`src/rtl/huffman_pack.sv`:
```
// Huffman encoder / bit packer: looks up each symbol in a runtime-loaded code table and
// concatenates the codes MSB-first into W-bit output words, with zero-padded flush.
module huffman_pack #(
    parameter int W     = 8,
    parameter int DEPTH = 16
) (
    input  logic         clk,
    input  logic         rst,
    input  logic [W-1:0] d_in,
    input  logic         en_in,
    output logic         d_req,
    input  logic         ready_in,
    input  logic [W-1:0] d_conf,
    input  logic [W-1:0] h_conf,
    input  logic [W-1:0] w_conf,
    input  logic         en_conf,
    input  logic         new_conf,
    input  logic         flush,
    output logic [W-1:0] d_out,
    output logic         en_out,
    output logic         err,
    output logic         flush_done
);

    localparam int AW = (DEPTH > 1) ? $clog2(DEPTH) : 1;
    localparam int PW = $clog2(DEPTH + 1);
    localparam int CW = $clog2(2 * W) + 1;
    localparam logic [W-1:0]  C_WMAX  = W[W-1:0];
    localparam logic [CW-1:0] C_WCNT  = W[CW-1:0];
    localparam logic [PW-1:0] C_DEPTH = DEPTH[PW-1:0];

    typedef enum logic {S_RUN, S_FLUSH} state_t;

    state_t          r_state;
    state_t          w_state_next;

    logic [W-1:0]    r_tab_d [DEPTH];
    logic [W-1:0]    r_tab_h [DEPTH];
    logic [W-1:0]    r_tab_w [DEPTH];
    logic [DEPTH-1:0] r_valid;
    logic [PW-1:0]   r_wr_ptr;

    logic [2*W-1:0]  r_acc;
    logic [CW-1:0]   r_cnt;
    logic [2*W-1:0]  w_acc_next;
    logic [CW-1:0]   w_cnt_next;

    logic [DEPTH-1:0] w_match;
    logic            w_hit;
    logic [W-1:0]    w_code;
    logic [W-1:0]    w_len;
    logic [W-1:0]    w_code_mask;
    logic [2*W-1:0]  w_code_al;
    logic            w_cfg_bad;
    logic            w_cfg_ok;
    logic            w_cfg_rej;
    logic            w_accept;
    logic            w_push;
    logic            w_miss;
    logic            w_pop;
    logic            w_pad;
    logic            w_done;

    // ---------------- code table ----------------
    assign w_cfg_bad = (w_conf == '0) || (w_conf > C_WMAX) || (r_wr_ptr >= C_DEPTH);
    assign w_cfg_ok  = en_conf && !new_conf && !w_cfg_bad;
    assign w_cfg_rej = en_conf && !new_conf && w_cfg_bad;

    always_ff @(posedge clk) begin
        if (w_cfg_ok) begin
            r_tab_d[r_wr_ptr[AW-1:0]] <= d_conf;
            r_tab_h[r_wr_ptr[AW-1:0]] <= h_conf;
            r_tab_w[r_wr_ptr[AW-1:0]] <= w_conf;
        end
    end

    always_ff @(posedge clk or negedge rst) begin
        if (!rst) begin
            r_valid  <= '0;
            r_wr_ptr <= '0;
        end else if (new_conf) begin
            r_valid  <= '0;
            r_wr_ptr <= '0;
        end else if (w_cfg_ok) begin
            r_valid[r_wr_ptr[AW-1:0]] <= 1'b1;
            r_wr_ptr <= r_wr_ptr + 1'b1;
        end
    end

    genvar gi;
    generate
        for (gi = 0; gi < DEPTH; gi++) begin : g_match
            assign w_match[gi] = r_valid[gi] && (r_tab_d[gi] == d_in);
        end
    endgenerate

    // Scan from the top down so the lowest matching index is the one left standing.
    always_comb begin
        w_hit  = 1'b0;
        w_code = '0;
        w_len  = '0;
        for (int i = DEPTH - 1; i >= 0; i--) begin
            if (w_match[i]) begin
                w_hit  = 1'b1;
                w_code = r_tab_h[i];
                w_len  = r_tab_w[i];
            end
        end
    end

    // ---------------- bit buffer ----------------
    assign w_code_mask = w_code & ~({W{1'b1}} << w_len);
    assign w_code_al   = ({w_code_mask, {W{1'b0}}} << (C_WMAX - w_len)) >> r_cnt;

    assign d_req    = (r_state == S_RUN) && (r_cnt < C_WCNT) && !new_conf;
    assign w_accept = en_in && d_req;
    assign w_push   = w_accept && w_hit;
    assign w_miss   = w_accept && !w_hit;
    assign w_pop    = (r_cnt >= C_WCNT) && ready_in && !new_conf;
    assign w_pad    = (r_state == S_FLUSH) && (r_cnt != '0) && (r_cnt < C_WCNT)
                      && ready_in && !new_conf;
    assign w_done   = (r_state == S_FLUSH) && (r_cnt == '0);

    always_comb begin
        w_state_next = r_state;
        w_acc_next   = r_acc;
        w_cnt_next   = r_cnt;
        case (r_state)
            S_RUN:   if (flush)  w_state_next = S_FLUSH;
            S_FLUSH: if (w_done) w_state_next = S_RUN;
            default: w_state_next = S_RUN;
        endcase
        // Bits below cnt are always zero, so a padded word needs no extra masking.
        if (new_conf) begin
            w_acc_next = '0;
            w_cnt_next = '0;
        end else if (w_pop) begin
            w_acc_next = r_acc << W;
            w_cnt_next = r_cnt - C_WCNT;
        end else if (w_pad) begin
            w_acc_next = '0;
            w_cnt_next = '0;
        end else if (w_push) begin
            w_acc_next = r_acc | w_code_al;
            w_cnt_next = r_cnt + CW'(w_len);
        end
    end

    always_ff @(posedge clk or negedge rst) begin
        if (!rst) begin
            r_state    <= S_RUN;
            r_acc      <= '0;
            r_cnt      <= '0;
            d_out      <= '0;
            en_out     <= 1'b0;
            err        <= 1'b0;
            flush_done <= 1'b0;
        end else begin
            r_state    <= w_state_next;
            r_acc      <= w_acc_next;
            r_cnt      <= w_cnt_next;
            en_out     <= w_pop || w_pad;
            err        <= w_miss || w_cfg_rej;
            flush_done <= w_done;
            if (w_pop || w_pad) begin
                d_out <= r_acc[2*W-1 -: W];
            end
        end
    end

endmodule

```
`config.mk`:
```
export PLATFORM = sky130hd
export DESIGN_NAME = huffman_pack
export DESIGN_NICKNAME = d
export VERILOG_FILES = /design/src/rtl/huffman_pack.sv
export SDC_FILE = /design/constraint.sdc
export NUM_CORES = 1
export LEC_CHECK = 0
export ABC_AREA = 1
export CAP_MARGIN = 5
export CORE_ASPECT_RATIO = 1.2
export CORE_UTILIZATION = 45
export DETAILED_ROUTE_END_ITERATION = 6
export GPL_TIMING_DRIVEN = 0
export PLACE_DENSITY = 0.67
export SLEW_MARGIN = 10
export SYNTH_ARGS = -nofsm -noshare
export SYNTH_HDL_FRONTEND = slang
export SYNTH_SLANG_ARGS = --single-unit
```
`constraint.sdc`:
```
create_clock -name clk -period 11.4 [get_ports clk]
set_input_delay 2.85 -clock clk [delete_from_list [all_inputs] [get_ports clk]]
set_output_delay 2.85 -clock clk [all_outputs]
set_load 0.02 [all_outputs]
```
---- Yosys cells after proc, flatten, opt, wreduce, memory -nomap -nowiden ----
Memory sizes are Yosys's and may differ from the RTL's.
Cells that the tools add are included.
word-level totals
  memories ................................ 3
  input port bits ......................... 39
  register bits ........................... 54
  RAM bits ................................ 384
  logic and storage cells ................. 157
  output and inout port bits .............. 12
cells by class
  reductions and logical operators ........ 44
  bitwise gates (word level) .............. 5
  $lt $le $gt $ge ......................... 6
  shift-type cells ........................ 3
  equality and inequality tests ........... 16
  add/sub/neg operators ................... 4
  muxes and demuxes ....................... 67
memories
  name     depth  width  rd ports  clocked after Yosys merged registers in  write ports  RTL line  text
  r_tab_d  16     8      16        0                                        1            37        logic [W-1:0] r_tab_d [DEPTH];
  r_tab_h  16     8      16        0                                        1            38        logic [W-1:0] r_tab_h [DEPTH];
  r_tab_w  16     8      16        0                                        1            39        logic [W-1:0] r_tab_w [DEPTH];
operator list
  operator                                                            count
  two-way mux 8 bit                                                   32
  == test 8 bit                                                       16
  two-way mux 16 bit                                                  6
  logical AND 1 bit                                                   32
  OR 16 bit                                                           2
  two-way mux 5 bit                                                   6
  two-way mux 1 bit                                                   21
  << shifter 16 x 8 -> 16 bit                                         1
  >> shifter 16 x 5 -> 16 bit                                         1
  bitwise AND 8 bit                                                   1
  > comparator 8 x 4 -> 1 bit (second input constant)                 1
  logical NOT 8 bit                                                   1
  inverter 8 bit                                                      1
  << shifter 8 x 8 -> 8 bit (first input constant)                    1
  subtractor 4 x 8 -> 8 bit (first input constant)                    1
  adder 5 x 1 -> 5 bit (second input constant)                        1
  adder 5 bit                                                         1
  greater-or-equal comparator 5 x 4 -> 1 bit (second input constant)  1
  greater-or-equal comparator 5 bit (second input constant)           1
  logical NOT 5 bit                                                   1
  less-than comparator 4 x 5 -> 1 bit (second input constant)         1
  less-than comparator 5 x 4 -> 1 bit (second input constant)         1
  nonzero test 5 bit                                                  1
  subtractor 5 x 4 -> 5 bit (second input constant)                   1
  other kinds (8)                                                     13

---- Logic depth before layout (Yosys ltp) ----
Gate-level depths: netlist (run 1).
  depth in word-level cells ............... 28
  mapped depth ............................ 49
  mapped depth without buffers ............ 46

---- Worst setup path before layout (run 1) ----
No wires, ideal clock.
  path kind ............................... in2reg
  start point ............................. input port d_in[7]
  end point ............................... register r_acc[8]
  path slack .............................. 4.948 ns
  stages on the path ...................... 46
  data required time ...................... 11.284 ns
  arrival ................................. 6.335 ns
  buffers on the path ..................... 3
  library setup time ...................... 0.116 ns
  cells stage by stage .................... buf_6 > a21boi_0 > nand2_1 > nor2_2 > nand3_2 > buf_4 > nand3_2 > nand3_1 > nand2_1 > nand2_1 > nand2_1 > nand2_1 > nand2_1 > nand2_1 > nand2_1 > nand2_1 > nand2_2 > nand2_1 > [10 not listed] > nand3_1 > nand2_1 > nand2_1 > nand2_1 > nand2_1 > nand2_2 > nand2_2 > nand2_2 > nand2_2 > nand2_2 > nand2_1 > nand2_1 > nand3_1 > nand2_1 > nand2_1 > nand2_1 > nand2_1 > nand2_1
on the way
  longest elaborated chain between the ends .. 28
  elaborated cells on any way between the ends .. 93
  those cells by class .................... add/sub: 1; eq/ne: 16; shift: 3; mux: 52; bitwise: 3; reduce/logical: 18
ends and longest elaborated chain
  element                                                                 RTL line  text
  from (decl)                                                             9         input logic [W-1:0] d_in,
  parallel branches: the longest is 28 deep, another holds == test 8 bit  n/a
  to (signal assigned)                                                    160       r_acc <= w_acc_next;
  to (decl)                                                               43        logic [2*W-1:0] r_acc;
Parallel ways; which one is timed is not known. The select of a mux whose other input is x is not followed.
A chain may end at the register's enable or synchronous reset.

---- Worst setup path after layout (run 1) ----
  start point ............................. input port d_in[1]
  end point ............................... register r_acc[8]
Same word-level chain as after synthesis.

==> results.sh, run 1 <==
export IMPL_r2r_slack_ns=6.45
export IMPL_whs_ns=0.480
export IMPL_cp_arrival_ns=8.14
export IMPL_synth_edff_count=384
export IMPL_peakVddDrop_mv=0.119
export IMPL_num_rows=84
export IMPL_cts_htree_levels=2
export IMPL_fin_setup_tns_ns=0
export IMPL_r2r_end="r_acc[8]"
export IMPL_yosysWarnings=0
export IMPL_crit_path_start_kind="input port"
export IMPL_synth_seq_area_share_pct=63.8
export IMPL_die_h_um=234
export IMPL_antenna_found_initial=0
export IMPL_rsz0062_at_grt="no"
export IMPL_fin_ws_ns=3.74
export IMPL_port_buffers=46
export IMPL_synth_flop_cell="edfxtp_1"
export IMPL_first_global_vias=14000
export IMPL_grt_first_pass_wirelength_um=77100
export IMPL_setup_violations=0
export IMPL_routedWlPerCell_um=18.8
export IMPL_crit_fanout=10
export IMPL_hp_start="d_out[1]"
export IMPL_final_common_cell="nand2_1"
export IMPL_max_freq_mhz=131
export IMPL_drt_iter0_drc=1055
export IMPL_synthTopCellsByArea="edfxtp_1 57%, nand2_1 8.7%, dfrtp_1 6.7%"
export IMPL_min_period_ns=7.66
export IMPL_grt_max_degree=55
export IMPL_worstMarginPinSlew_ns=0.971
export IMPL_track_usage_pct=22.0
export IMPL_power_density_nw_per_um2=146
export IMPL_syn_inst=1926
export IMPL_cts_resized=0
export IMPL_cts_buffers=43
export IMPL_hold_class="register to register"
export IMPL_overflow=0
export IMPL_clockRootBuffer="clkbuf_16"
export IMPL_boundaryPins=51
export IMPL_synth_top_area_cell="edfxtp_1"
export IMPL_fin_util_pct=52.1
export IMPL_cts_sinks=438
export IMPL_post_route_period_util_pct=67.2
export IMPL_hold_violations=0
export IMPL_power_leakage_nw=9.00
export IMPL_fin_skew_ns=0.0247
export IMPL_place_area_um2=21600
export IMPL_crit_slowest_cell="clkdlybuf4s50_1"
export IMPL_status="finished, final reports clean"
export IMPL_drc=0
export IMPL_start_util_pct=45.9
export IMPL_cts_setup_buffers=0
export IMPL_cts_tree="yes"
export IMPL_postCtsHoldBufs=0
export IMPL_instances_no_fill=2616
export IMPL_syn_cell_area_um2=20200
export IMPL_ys_ff_latch=438
export IMPL_worstHoldPathCells=2
export IMPL_fillers=3740
export IMPL_final_area_um2=22900
export IMPL_cp_end_kind="register"
export IMPL_final_seq_area_um2=12900
export IMPL_netlist_area_leader_share_pct=57.1
export IMPL_insertedDiodeCount=0
export IMPL_die_w_um=195
export IMPL_avgSynthCellArea_um2=10.5
export IMPL_crit_required_ns=11.88
export IMPL_coreArea_um2=44000
export IMPL_dp_hpwl_um=33800
export IMPL_ant_nets=0
export IMPL_gp_congestion=0.876
export IMPL_min_to="d_out[1]"
export IMPL_synth_fp_nets=1976
export IMPL_cap_violations=0
export IMPL_max_stage_delay_ns=0.54
export IMPL_crit_start="d_in[1]"
export IMPL_drv_slew=0
export IMPL_multi_input_area_um2=6310
export IMPL_rr_worst_depth=38
export IMPL_insertion_delay_ns=0.55
export IMPL_ys_types=66
export IMPL_crit_top_cell="nand2_1"
export IMPL_detail_route_first_pass_iterations=6
export IMPL_avgViaCountPerCell=5.36
export IMPL_async_reset_ff_share_pct=12.3
export IMPL_clk_pin_slew_ns=0.06
export IMPL_synthToLayoutAreaGrowth_pct=13.5
export IMPL_drive_gt1_share_pct=11.0
export IMPL_via_count=14000
export IMPL_place_inst=2537
export IMPL_die_area_um2=45800
export IMPL_slew_limit_headroom_pct=35.0
export IMPL_max_clock_path_buffers=3
export IMPL_final_nets=2073
export IMPL_pre_cts_slack_ns=3.24
export IMPL_power_total_mw=3.35
export IMPL_wl_um=49200
export IMPL_r2r_start="r_tab_d[10][5]"
export IMPL_final_cell_mix="471 x nand2_1, 384 x edfxtp_1, 206 x nor2_1, 151 x inv_1, 124 x nand3_1"
export IMPL_worstSetupPathType="input port to register"
[metal layers]
layer	wire length [um]	part of all wire (%)	vias to the layer above	GRT usage, %
met4	1310	2.7	0	7.28
li1	-	-	6786	-
met3	2070	4.2	93	2.55
met2	25200	51	376	40.4
met1	20600	42	6767	26.8
met5	0	0	-	0
[state kept, by name, summed over array words and instances, names as in the netlist]
| register | cells |
|---|---|
| r_tab_w | 128 |
| r_wr_ptr | 5 |
| r_cnt | 5 |
| r_valid | 16 |
| r_state | 1 |
| en_out | 1 |
| r_tab_d | 128 |
| r_acc | 16 |
| err | 1 |
| d_out | 8 |
| flush_done | 1 |
| r_tab_h | 128 |
[power by group]
group | leakage (nW) | switching (mW) | internal [mW] | total (mW)
logic | 4.15 | 0.135 | 0.0682 | 0.204
clock network | 0.655 | 0.582 | 0.787 | 1.37
registers | 4.20 | 0.0113 | 1.76 | 1.77
[final cells by class]
cell class,instances,share of cell area (%)
repair buffers,52,2.51
flip-flops and latches,438,56.2
multi-input cells,1251,27.5
clock inverters,11,0.327
clock buffers,68,5.55
well taps,559,3.05
inverters,173,2.89
plain buffers,64,1.95
[cells in the mapped netlist, types with 3 or more instances]
cell type,count
nand2_1,471
edfxtp_1,384
nor2_1,221
inv_1,151
nand3_1,124
a21oi_1,76
o21ai_0,74
dfrtp_1,54
o21ai_1,23
xor2_1,22
nand2_2,20
buf_2,18
nand4_1,17
buf_6,16
nor3_1,16
xnor2_1,16
nor2_2,15
buf_4,14
clkbuf_1,14
o22ai_1,13
inv_2,12
o221ai_1,11
ha_1,10
o211ai_1,10
a221oi_1,8
nand3_2,8
nand3b_1,8
or2_2,8
nand2_4,6
nor4_1,6
o221a_2,6
a21o_1,5
clkinv_1,5
inv_4,5
nor2_4,5
a31oi_1,4
or2_0,4
a21oi_2,3
o21a_1,3
o21ai_2,3
or2_1,3
[worst max-delay path by stage]
stage	end	slack (ns)	cells past startpoint
2_1_floorplan	r_acc[8]	4.95	46
3_3_place_gp	r_tab_h[7][4]	3.25	8
3_5_place_dp	r_acc[8]	3.24	34
4_1_cts	r_acc[8]	3.81	34
5_1_grt	r_acc[8]	3.27	45
6_report	r_acc[8]	3.74	35
[cell families (layout without fill, tap and decap cells)]
| family | after synthesis | count (layout) | share of synthesized area [%] |
|---|---|---|---|
| simple gates | 944 | 944 | 20.6 |
| flops | 438 | 438 | 63.8 |
| compound gates | 256 | 256 | 7.64 |
| buf+inv | 237 | 368 | 5.49 |
| xor+xnor | 39 | 39 | 1.73 |
| fa+ha+maj | 11 | 11 | 0.718 |
| mux | 1 | 1 | 0.0495 |
[worst max-delay path, delay by kind of cell]
| kind | cells | cell delay [ns] |
|---|---|---|
| adder cells (fa/ha/maj) | 1 | 0.23 |
| AND/OR/NAND/NOR | 23 | 3.03 |
| XOR/XNOR | 1 | 0.15 |
| buffers and inverters | 8 | 1.64 |
| AO/OA/AOI/OAI | 2 | 0.19 |
Power figures use the tool's default switching activity.
==> run 2, diff against run 1 <==
==> constraint.sdc (replaced) <==
create_clock -name clk -period 7.72 [get_ports clk]
set_input_delay 1.93 -clock clk [delete_from_list [all_inputs] [get_ports clk]]
set_output_delay 1.93 -clock clk [all_outputs]
set_load 0.02 [all_outputs]
==> results of run 2 <==
The final DEF is identical to that of run 1. Status: finished, final reports clean.
Among the figures that moved: setup slack after placement 3.24 ns -> 0.479 ns; setup slack after layout 3.74 ns -> 0.980 ns; register-to-register setup slack 6.45 ns -> 2.77 ns; total power 3.35 mW -> 4.94 mW; worst IR drop on VDD 0.119 mV -> 0.175 mV
